## src/rtl/mem_arbiter.sv

```systemverilog
// mem_arbiter: owns the single RAM port and grants it to either the data
// cache or the instruction cache. Data has priority. A grant is held until the
// RAM reports ACCESS, the requester withdraws, or MAX_RETRY ERROR cycles are
// seen. Every transaction ends with one TURN cycle that drives no strobes.
// Optional feature macro: MEM_ARB_RR_EN. When it is defined, a fairness bit
// hands the next grant to the instruction side after a data completion if both
// sides are requesting.
module mem_arbiter #(
  parameter int ADDR_W    = 32,
  parameter int DATA_W    = 32,
  parameter int MAX_RETRY = 3
) (
  input  logic              CLK,
  input  logic              nRST,
  input  logic              iREN,
  input  logic [ADDR_W-1:0] iaddr,
  output logic              iwait,
  output logic [DATA_W-1:0] iload,
  input  logic              dREN,
  input  logic              dWEN,
  input  logic [ADDR_W-1:0] daddr,
  input  logic [DATA_W-1:0] dstore,
  output logic              dwait,
  output logic [DATA_W-1:0] dload,
  output logic              ramREN,
  output logic              ramWEN,
  output logic [ADDR_W-1:0] ramaddr,
  output logic [DATA_W-1:0] ramstore,
  input  logic [DATA_W-1:0] ramload,
  input  logic [1:0]        ramstate,
  output logic              arb_err
);

  localparam int RW = (MAX_RETRY < 1) ? 1 : $clog2(MAX_RETRY + 1);
  localparam logic [RW-1:0] RETRY_LIM = RW'(MAX_RETRY);

  localparam logic [1:0] RS_ACCESS = 2'd2;
  localparam logic [1:0] RS_ERROR  = 2'd3;

  typedef enum logic [1:0] {
    ST_IDLE  = 2'd0,
    ST_DSERV = 2'd1,
    ST_ISERV = 2'd2,
    ST_TURN  = 2'd3
  } state_t;

  state_t        r_state;
  state_t        w_next;
  logic [RW-1:0] r_retry;
  logic [RW-1:0] w_retry_inc;
  logic          w_dreq;
  logic          w_access;
  logic          w_serv_err;
  logic          w_exhaust;
  logic          w_ddone;
  logic          w_idone;
  logic          w_serv_next;

  assign w_dreq      = dREN | dWEN;
  assign w_access    = (ramstate == RS_ACCESS);
  assign w_retry_inc = r_retry + RW'(1);
  // An ERROR only counts while the granted side is still asking for the bus.
  assign w_serv_err  = (ramstate == RS_ERROR) &&
                       (((r_state == ST_DSERV) && w_dreq) ||
                        ((r_state == ST_ISERV) && iREN));
  assign w_exhaust   = w_serv_err && (w_retry_inc == RETRY_LIM);
  assign w_ddone     = (r_state == ST_DSERV) && w_dreq && w_access;
  assign w_idone     = (r_state == ST_ISERV) && iREN && w_access;
  assign w_serv_next = (w_next == ST_DSERV) || (w_next == ST_ISERV);

  // Load data is a straight passthrough; the wait signals qualify it.
  assign iload = ramload;
  assign dload = ramload;

`ifdef MEM_ARB_RR_EN
  logic r_fair;

  // Fairness bit: set by a data completion, cleared by an instruction completion.
  always_ff @(posedge CLK or negedge nRST) begin
    if (!nRST) begin
      r_fair <= 1'b0;
    end else if (w_ddone) begin
      r_fair <= 1'b1;
    end else if (w_idone) begin
      r_fair <= 1'b0;
    end else begin
      r_fair <= r_fair;
    end
  end
`endif

  // Grant state register.
  always_ff @(posedge CLK or negedge nRST) begin
    if (!nRST) begin
      r_state <= ST_IDLE;
    end else begin
      r_state <= w_next;
    end
  end

  // Retry counter: counts ERROR cycles within one grant and clears when the grant ends.
  always_ff @(posedge CLK or negedge nRST) begin
    if (!nRST) begin
      r_retry <= '0;
    end else if (!w_serv_next) begin
      r_retry <= '0;
    end else if (w_serv_err) begin
      r_retry <= w_retry_inc;
    end else begin
      r_retry <= r_retry;
    end
  end

  // Next-state logic: withdrawal is checked before completion or retry exhaustion.
  always_comb begin
    w_next = r_state;
    case (r_state)
      ST_IDLE: begin
`ifdef MEM_ARB_RR_EN
        if (w_dreq && !(iREN && r_fair)) begin
          w_next = ST_DSERV;
        end else if (iREN) begin
          w_next = ST_ISERV;
        end else begin
          w_next = ST_IDLE;
        end
`else
        if (w_dreq) begin
          w_next = ST_DSERV;
        end else if (iREN) begin
          w_next = ST_ISERV;
        end else begin
          w_next = ST_IDLE;
        end
`endif
      end
      ST_DSERV: begin
        if (!w_dreq) begin
          w_next = ST_IDLE;
        end else if (w_access || w_exhaust) begin
          w_next = ST_TURN;
        end else begin
          w_next = ST_DSERV;
        end
      end
      ST_ISERV: begin
        if (!iREN) begin
          w_next = ST_IDLE;
        end else if (w_access || w_exhaust) begin
          w_next = ST_TURN;
        end else begin
          w_next = ST_ISERV;
        end
      end
      ST_TURN: begin
        w_next = ST_IDLE;
      end
      default: begin
        w_next = ST_IDLE;
      end
    endcase
  end

  // Output logic: the RAM strobes follow the live requester inputs while that side holds the grant.
  always_comb begin
    ramREN   = 1'b0;
    ramWEN   = 1'b0;
    ramaddr  = '0;
    ramstore = '0;
    iwait    = 1'b1;
    dwait    = 1'b1;
    arb_err  = 1'b0;
    case (r_state)
      ST_DSERV: begin
        ramWEN   = dWEN;
        ramREN   = dREN & ~dWEN;
        ramaddr  = daddr;
        ramstore = dstore;
        dwait    = ~w_ddone;
        arb_err  = w_exhaust;
      end
      ST_ISERV: begin
        ramREN   = iREN;
        ramaddr  = iaddr;
        iwait    = ~w_idone;
        arb_err  = w_exhaust;
      end
      default: begin
        ramREN   = 1'b0;
        ramWEN   = 1'b0;
      end
    endcase
  end

endmodule

```

## config.mk

```make
export PLATFORM = sky130hd
export DESIGN_NAME = mem_arbiter
export DESIGN_NICKNAME = d
export VERILOG_FILES = /design/src/rtl/mem_arbiter.sv
export SDC_FILE = /design/constraint.sdc
export NUM_CORES = 1
export LEC_CHECK = 0
export CORE_AREA = 2 2 105 107
export DETAILED_ROUTE_END_ITERATION = 8
export DIE_AREA = 0 0 107 109
export PLACE_DENSITY_LB_ADDON = 0.12
export SYNTH_ARGS = -nofsm -noshare
export SYNTH_HDL_FRONTEND = slang
export SYNTH_SLANG_ARGS = --single-unit
```

## constraint.sdc

```tcl
create_clock -name CLK -period 3.95 [get_ports CLK]
set_input_delay 0.9875 -clock CLK [delete_from_list [all_inputs] [get_ports CLK]]
set_output_delay 0.9875 -clock CLK [all_outputs]
set_load 0.02 [all_outputs]
```

==> results of run 1 <==
flip-flops by register name, summed over array words and instances, names as in the netlist:
name	count
r_retry	2
r_state	2
per-layer routing:
metal	global-route usage (%)	vias to the layer above
met5	0	-
met4	3.80	0
met3	4.06	25
met2	19.4	135
met1	9.68	784
li1	-	855
kinds of logic (layout without fill, tap and decap cells):
| logic type | after synthesis | in the layout | share of synthesized area, % |
|---|---|---|---|
| buf+inv | 84 | 184 | 37.3 |
| simple gates | 81 | 81 | 30.9 |
| compound gates | 41 | 41 | 20.4 |
| fa+ha+maj | 4 | 4 | 3.21 |
| flops | 4 | 4 | 6.41 |
| mux | 2 | 2 | 1.28 |
| xor+xnor | 1 | 1 | 0.561 |
stage by stage:
stage / cell area (um^2) / cells
3_3_place_gp: 2940 / 454
6_report: 2980 / 457
4_1_cts: 2980 / 457
3_5_place_dp: 2940 / 454
2_1_floorplan: 1560 / 217
5_1_grt: 2980 / 457
worst paths after layout:
path / endpoint / slack, ps / cells past startpoint
max: arb_err / 270 / 5
max reg2reg: r_retry[0]$_DFFE_PN0P_ / 2150 / 7
min: r_retry[1]$_DFFE_PN0P_ / 540 / 2
min reg2reg: r_retry[1]$_DFFE_PN0P_ / 540 / 2
max in group asynchronous: r_state[0]$_DFF_PN0_ / 2770 / 1
min in group asynchronous: r_retry[0]$_DFFE_PN0P_ / 1000 / 1
worst max-delay path, delay by kind of cell:
family	cells	cell delay, ps
compound gates	2	350
buf+inv	2	1170
simple gates	1	180
cells in the final DEF, fill, tap and decap left out, drive strengths merged:
cell type      Yosys  layout
o32ai              2       2
o21a               1       1
and2              34      34
o21ai              2       2
ha                 4       4
clkdlybuf4s50      0     171
a21boi             1       1
a221oi             1       1
nand3b             1       1
xnor2              1       1
a21oi              1       1
nand2b             1       1
and3               1       1
buf               73       5
nor2b             33      33
mux2i              2       2
nand2              5       5
a22oi             33      33
inv                5       5
dfrtp              4       4
clkbuf             6       3
nor2               6       6
area by class of cell:
type	count	area (um^2)
multi-input combinational	129	882
clock buffer	3	41.3
sequential	4	100
fill	1158	7620
timing repair buffer	176	1760
inverter	5	18.8
tap	140	175
power by group through the flow:
stage | clock (mW) | combinational, mW | sequential [mW]
floorplan | 0 | 0.954 | 0.0577
global placement | 0 | 1.61 | 0.0592
detailed placement | 0 | 1.61 | 0.0594
CTS | 0.0856 | 1.61 | 0.0590
global route | 0.0893 | 1.70 | 0.0602
finish | 0.0824 | 1.57 | 0.0587
==> summary.md, run 1 <==
| Metric | Value |
|---|---|
| Status | finished, final reports clean |
| WL met1 | 2210 um |
| Via density | between 3 and 4 |
| Die outline height | 109 um |
| Post-CTS repair timing setup buffer count | 0 |
| Hpwl dp | between 5000 and 6000 um |
| FMAX | 0.272 GHz |
| CORE AREA | 10,600 um^2 |
| Sequential fraction of the synthesis area | 6.41% |
| Total GRT Usage | around a tenth |
| Clock Power Share | 4.8% |
| Reg2reg start | r_state[1]$_DFF_PN0_ |
| WL/cell | 14.5 um |
| Worst slew pin tran | approximately 540 ps |
| Fin util | 28.1% |
| CTS max path bufs | 2 |
| Layout Area Growth over Synthesis | 90.8% |
| CP required | 2960 ps |
| Hold_ws | 542 ps |
| Count leader, synth | buf_4 |
| DRT iter0 DRCs | 73 |
| # clock sinks | 4 |
| WL met2 | 3400 um |
| Critical Path Start Type | primary input |
| 1st-pass router iterations | 4 |
| # port buffers | 171 |
| Vias | 1,799 |
| Total power | about 1.7 mW |
| Number of enable flip-flop cells after synthesis | 0 |
| DIE AREA | 11,700 um^2 |
| Synth top area share | 31.3% |
| CP max-delay cell | clkdlybuf4s50_1 |
| MaxCap Viol Count | 0 |
| CP most frequent cell | clkdlybuf4s50_1 |
| Switching Fraction | 47.8% |
| Netlist cell types | 25 |
| Class of the worst hold path | register to register |
| Die Wd | 107 um |
| Setup TNS | 0 ps |
| Detailed Route WL | 6640 um |
| WS Path Type | primary input to output pin |
| CTS H-tree depth | 1 |
| Clock slew at reported path FFs | 30 ps |
| Synth Flop Type | dfrtp_1 |
| Flops & latches, synth | 4 |
| Layout cells sized above 1 | 4.10% |
| Site Rows | 38 |
| Post-CTS sizing | 0 |
| Leakage Power | 1.08 nW |
| Initial antenna violation count | 0 |
| Gr ovfl total | 0 |
| Syn_nets | 356 |
| CP cell instances | clkdlybuf4s50_1 -> o21ai_2 -> a21oi_2 -> and3_1 -> clkdlybuf4s50_1 |
| Clock latency on the worst-skew pair | 210 ps |
| Synth async-reset ratio | 100% |
| Post-CTS Hold Buffers | 0 |
| Synth area leader | buf_4 |
| Worst Slack Setup Final | 267 ps |
| Vias in the first global route | 1,728 |
| Start point of the worst hold path | r_retry[1]$_DFFE_PN0P_ |
| Syn. warnings | 0 |
| Mean Syn Cell Area | 7.20 um^2 |
| Num ports | 268 |
| DRC violations left | 0 |
| Highest fanout seen on the critical path | 5 |
| Max_slew headroom | between 60 and 70% |
| Root buf cell | clkbuf_8 |
| Antenna-violating nets left | 0 |
| CP max stage delay | just under 600 ps |
| Final hold violation count | 0 |
| Cell internal power dissipation | around 0.9 mW |
| Pins Over Slew Limit | 0 |
| Crit path time final | approximately 3700 ps |
| CTS tree | built |
| Largest net degree at the start of global routing | 39 |
| Setup Slack @ Placement | 258 ps |
| RSZ-0062 raised after global routing | no |
| Met3 wire length | between 800 and 900 um |
| Antenna diodes | 0 |
| Cell area after synthesis | 1560 um^2 |
| GP Congestion | 0.686 |
| First-pass GRT wire length | roughly 9200 um |
| Final Setup Violations | 0 |
| Peak supply drop | ~0.25 mV |
| Syn Inst Count | 217 |
| CP startpoint | dWEN |
| Initial Util | 14.7% |
| Top Metal Used | met4 |
| Area contributors post-synth | buf_4 31%, a22oi_1 16%, and2_1 13% |
| Clk_skew | 0.696 ps |
| Nets | 458 |
| Switching power | 0.819 mW |
| Num CTS Buffers | 3 |
| Sequential share of power | 3.4% |
| Power density cells | 576 nW/um^2 |
| Fin crit share | 93.2% |
| Critical Path AT | 2700 ps |
| Top cell types by occurrence after synthesis | 65 x buf_4, 33 x a22oi_1, 33 x and2_1, 33 x nor2b_1 |
| Logic pwr share | 91.8% |
| Crit end category | output pin |
Power figures use the tool's default switching activity.
==> inputs of run 2 (changes only) <==
==> constraint.sdc (replaced) <==
create_clock -name CLK -period 3.95 [get_ports CLK]
set_input_delay 0.9875 -clock CLK [delete_from_list [all_inputs] [get_ports CLK]]
set_output_delay 0.9875 -clock CLK [all_outputs]
set_load 0.05 [all_outputs]
==> summary.md, run 2 (same netlist as run 1, synthesis figures left out) <==
| Metric | Value |
|---|---|
| Status | finished, final reports clean (unchanged) |
| Start point of the worst hold path | r_retry[1]$_DFFE_PN0P_ (unchanged) |
| Layout cells sized above 1 | 15.8% (was 4.10%) |
| CTS H-tree depth | 1 (unchanged) |
| Worst slew pin tran | 577 ps (was 538 ps) |
| Num ports | 268 (unchanged) |
| DRC violations left | 0 (unchanged) |
| RSZ-0062 raised after global routing | no (unchanged) |
| CTS max path bufs | 2 (unchanged) |
| CP max stage delay | 790 ps (was 590 ps) |
| Gr ovfl total | 0 (unchanged) |
| GP Congestion | 0.666 (was 0.686) |
| 1st-pass router iterations | 4 (unchanged) |
| Largest net degree at the start of global routing | 33 (was 39) |
| Layout Area Growth over Synthesis | 85.7% (was 90.8%) |
| Peak supply drop | 0.269 mV (was 0.245 mV) |
| CORE AREA | 10,600 um^2 (unchanged) |
| Clk_skew | 1.43 ps (was 0.696 ps) |
| Detailed Route WL | 6580 um (was 6640 um) |
| Initial antenna violation count | 0 (unchanged) |
| Reg2reg start | r_state[1]$_DFF_PN0_ (unchanged) |
| Crit path time final | 3490 ps (was 3680 ps) |
| DRT iter0 DRCs | 62 (was 73) |
| Die outline height | 109 um (unchanged) |
| Commonest non-fill, non-tap cell in the layout | clkdlybuf4s50_1 (unchanged) |
| Pins Over Slew Limit | 0 (unchanged) |
| Crit end category | output pin (unchanged) |
| Clock latency on the worst-skew pair | 220 ps (was 210 ps) |
| CP startpoint | dWEN (unchanged) |
| First-pass GRT wire length | 9330 um (was 9160 um) |
| Vias | 1,785 (was 1,799) |
| Setup TNS | 0 ps (unchanged) |
| Antenna-violating nets left | 0 (unchanged) |
| Commonest cells after routing, fill and taps aside | 134 x clkdlybuf4s50_1, 40 x buf_4, 33 x a22oi_1, 33 x nor2b_1, 33 x and2_1 (was 171 x clkdlybuf4s50_1, 33 x a22oi_1, 33 x nor2b_1, 33 x and2_1, 6 x nor2_1) |
| Post-CTS Hold Buffers | 0 (unchanged) |
| Multi-input gate area | 882 um^2 (unchanged) |
| Num CTS Buffers | 3 (unchanged) |
| Filler Cell Count | 1,156 (was 1,158) |
| CTS tree | built (unchanged) |
| Final Setup Violations | 0 (unchanged) |
| Nets | 458 (unchanged) |
| DIE AREA | 11,700 um^2 (unchanged) |
| CP cell instances | clkdlybuf4s50_1 -> and2_1 -> clkdlybuf4s50_1 (was clkdlybuf4s50_1 -> o21ai_2 -> a21oi_2 -> and3_1 -> clkdlybuf4s50_1) |
| CP required | 2960 ps (about the same) |
| Sequential standard cell area | 100 um^2 (unchanged) |
| Die Wd | 107 um (unchanged) |
| Top Registers | r_retry (2), r_state (2) (unchanged) |
| Root buf cell | clkbuf_8 (unchanged) |
| MaxCap Viol Count | 0 (unchanged) |
| CP most frequent cell | clkdlybuf4s50_1 (unchanged) |
| FMAX | 0.287 GHz (was 0.272 GHz) |
| Post-CTS sizing | 0 (unchanged) |
| WS Path Type | primary input to output pin (unchanged) |
| Critical Path AT | 2500 ps (was 2700 ps) |
| Highest fanout seen on the critical path | 5 (unchanged) |
| Vias in the first global route | 1,782 (was 1,728) |
| Class of the worst hold path | register to register (unchanged) |
| Antenna diodes | 0 (unchanged) |
| Max_slew headroom | 61.4% (was 64.2%) |
| Fin crit share | 88.3% (was 93.2%) |
| # clock sinks | 4 (unchanged) |
| # port buffers | 171 (unchanged) |
| Final hold violation count | 0 (unchanged) |
| WL/cell | 14.4 um (was 14.5 um) |
| Total GRT Usage | 10.3% (was 10.1%) |
| Via density | 3.91 (was 3.94) |
| Post-CTS repair timing setup buffer count | 0 (unchanged) |
| Site Rows | 38 (unchanged) |
| Leakage Power | 1.14 nW (was 1.08 nW) |
| Initial Util | 14.7% (unchanged) |
| Total power | 2.21 mW (was 1.71 mW) |
| Fin util | 27.3% (was 28.1%) |
| CP max-delay cell | clkdlybuf4s50_1 (unchanged) |
| Power density cells | 761 nW/um^2 (was 576 nW/um^2) |
| Critical Path Start Type | primary input (unchanged) |
| Hpwl dp | 5530 um (was 5570 um) |
| Clock slew at reported path FFs | 30 ps (about the same) |
run 2: cell count changes in the layout (fill, tap and decap cells not counted):
cell             before  now
clkdlybuf4s50_1     171  134
buf_4                 4   40
buf_12                1    2
run 2: path summary, 6_finish.rpt:
kind / end / slack, ps / cells past startpoint
worst max-delay path: ramWEN / 460 / 3
worst min-delay path: r_retry[1]$_DFFE_PN0P_ / 530 / 2
worst max register to register: r_retry[1]$_DFFE_PN0P_ / 2140 / 7
worst min register to register: r_retry[1]$_DFFE_PN0P_ / 530 / 2
max in group asynchronous: r_retry[0]$_DFFE_PN0P_ / 2780 / 1
min in group asynchronous: r_state[0]$_DFF_PN0_ / 990 / 1
run 2: stage by stage:
stage | setup slack [ps] | area [um^2] | cells | hold slack (ps)
after global routing | 405 | 2900 | 457 | 577
after global placement | 482 | 2860 | 454 | 513
after CTS | 455 | 2900 | 457 | 536
after floorplan | 697 | 1560 | 217 | 490
final | 464 | 2900 | 457 | 530
after detailed placement | 460 | 2860 | 454 | 518
run 2: cell type report:
cell class | instances | share of cell area, %
Timing Repair Buffer | 176 | 58.0
Multi-Input combinational cell | 129 | 30.4
Tap cell | 140 | 6.04
Sequential cell | 4 | 3.45
Clock buffer | 3 | 1.42
Inverter | 5 | 0.647
run 2: critical path, delay by kind of cell:
| kind | cells | cell delay, ps |
|---|---|---|
| AND/OR/NAND/NOR | 1 | 150 |
| buffers and inverters | 2 | 1350 |
run 2: power by group:
group / internal (mW) / total (mW) / switching, mW
sequential: 0.0523 / 0.0587 / 0.00639
clock: 0.0650 / 0.0865 / 0.0215
combinational: 0.716 / 2.06 / 1.34
total: 0.834 / 2.21 / 1.37
run 2: per-layer routing:
| layer | track usage, % | wire (um) | up-vias |
|---|---|---|---|
| li1 | - | - | 853 |
| met1 | 10.2 | 2200 | 776 |
| met2 | 18.8 | 3350 | 128 |
| met3 | 4.06 | 816 | 28 |
| met4 | 4.64 | 215 | 0 |
| met5 | 0 | 0 | - |
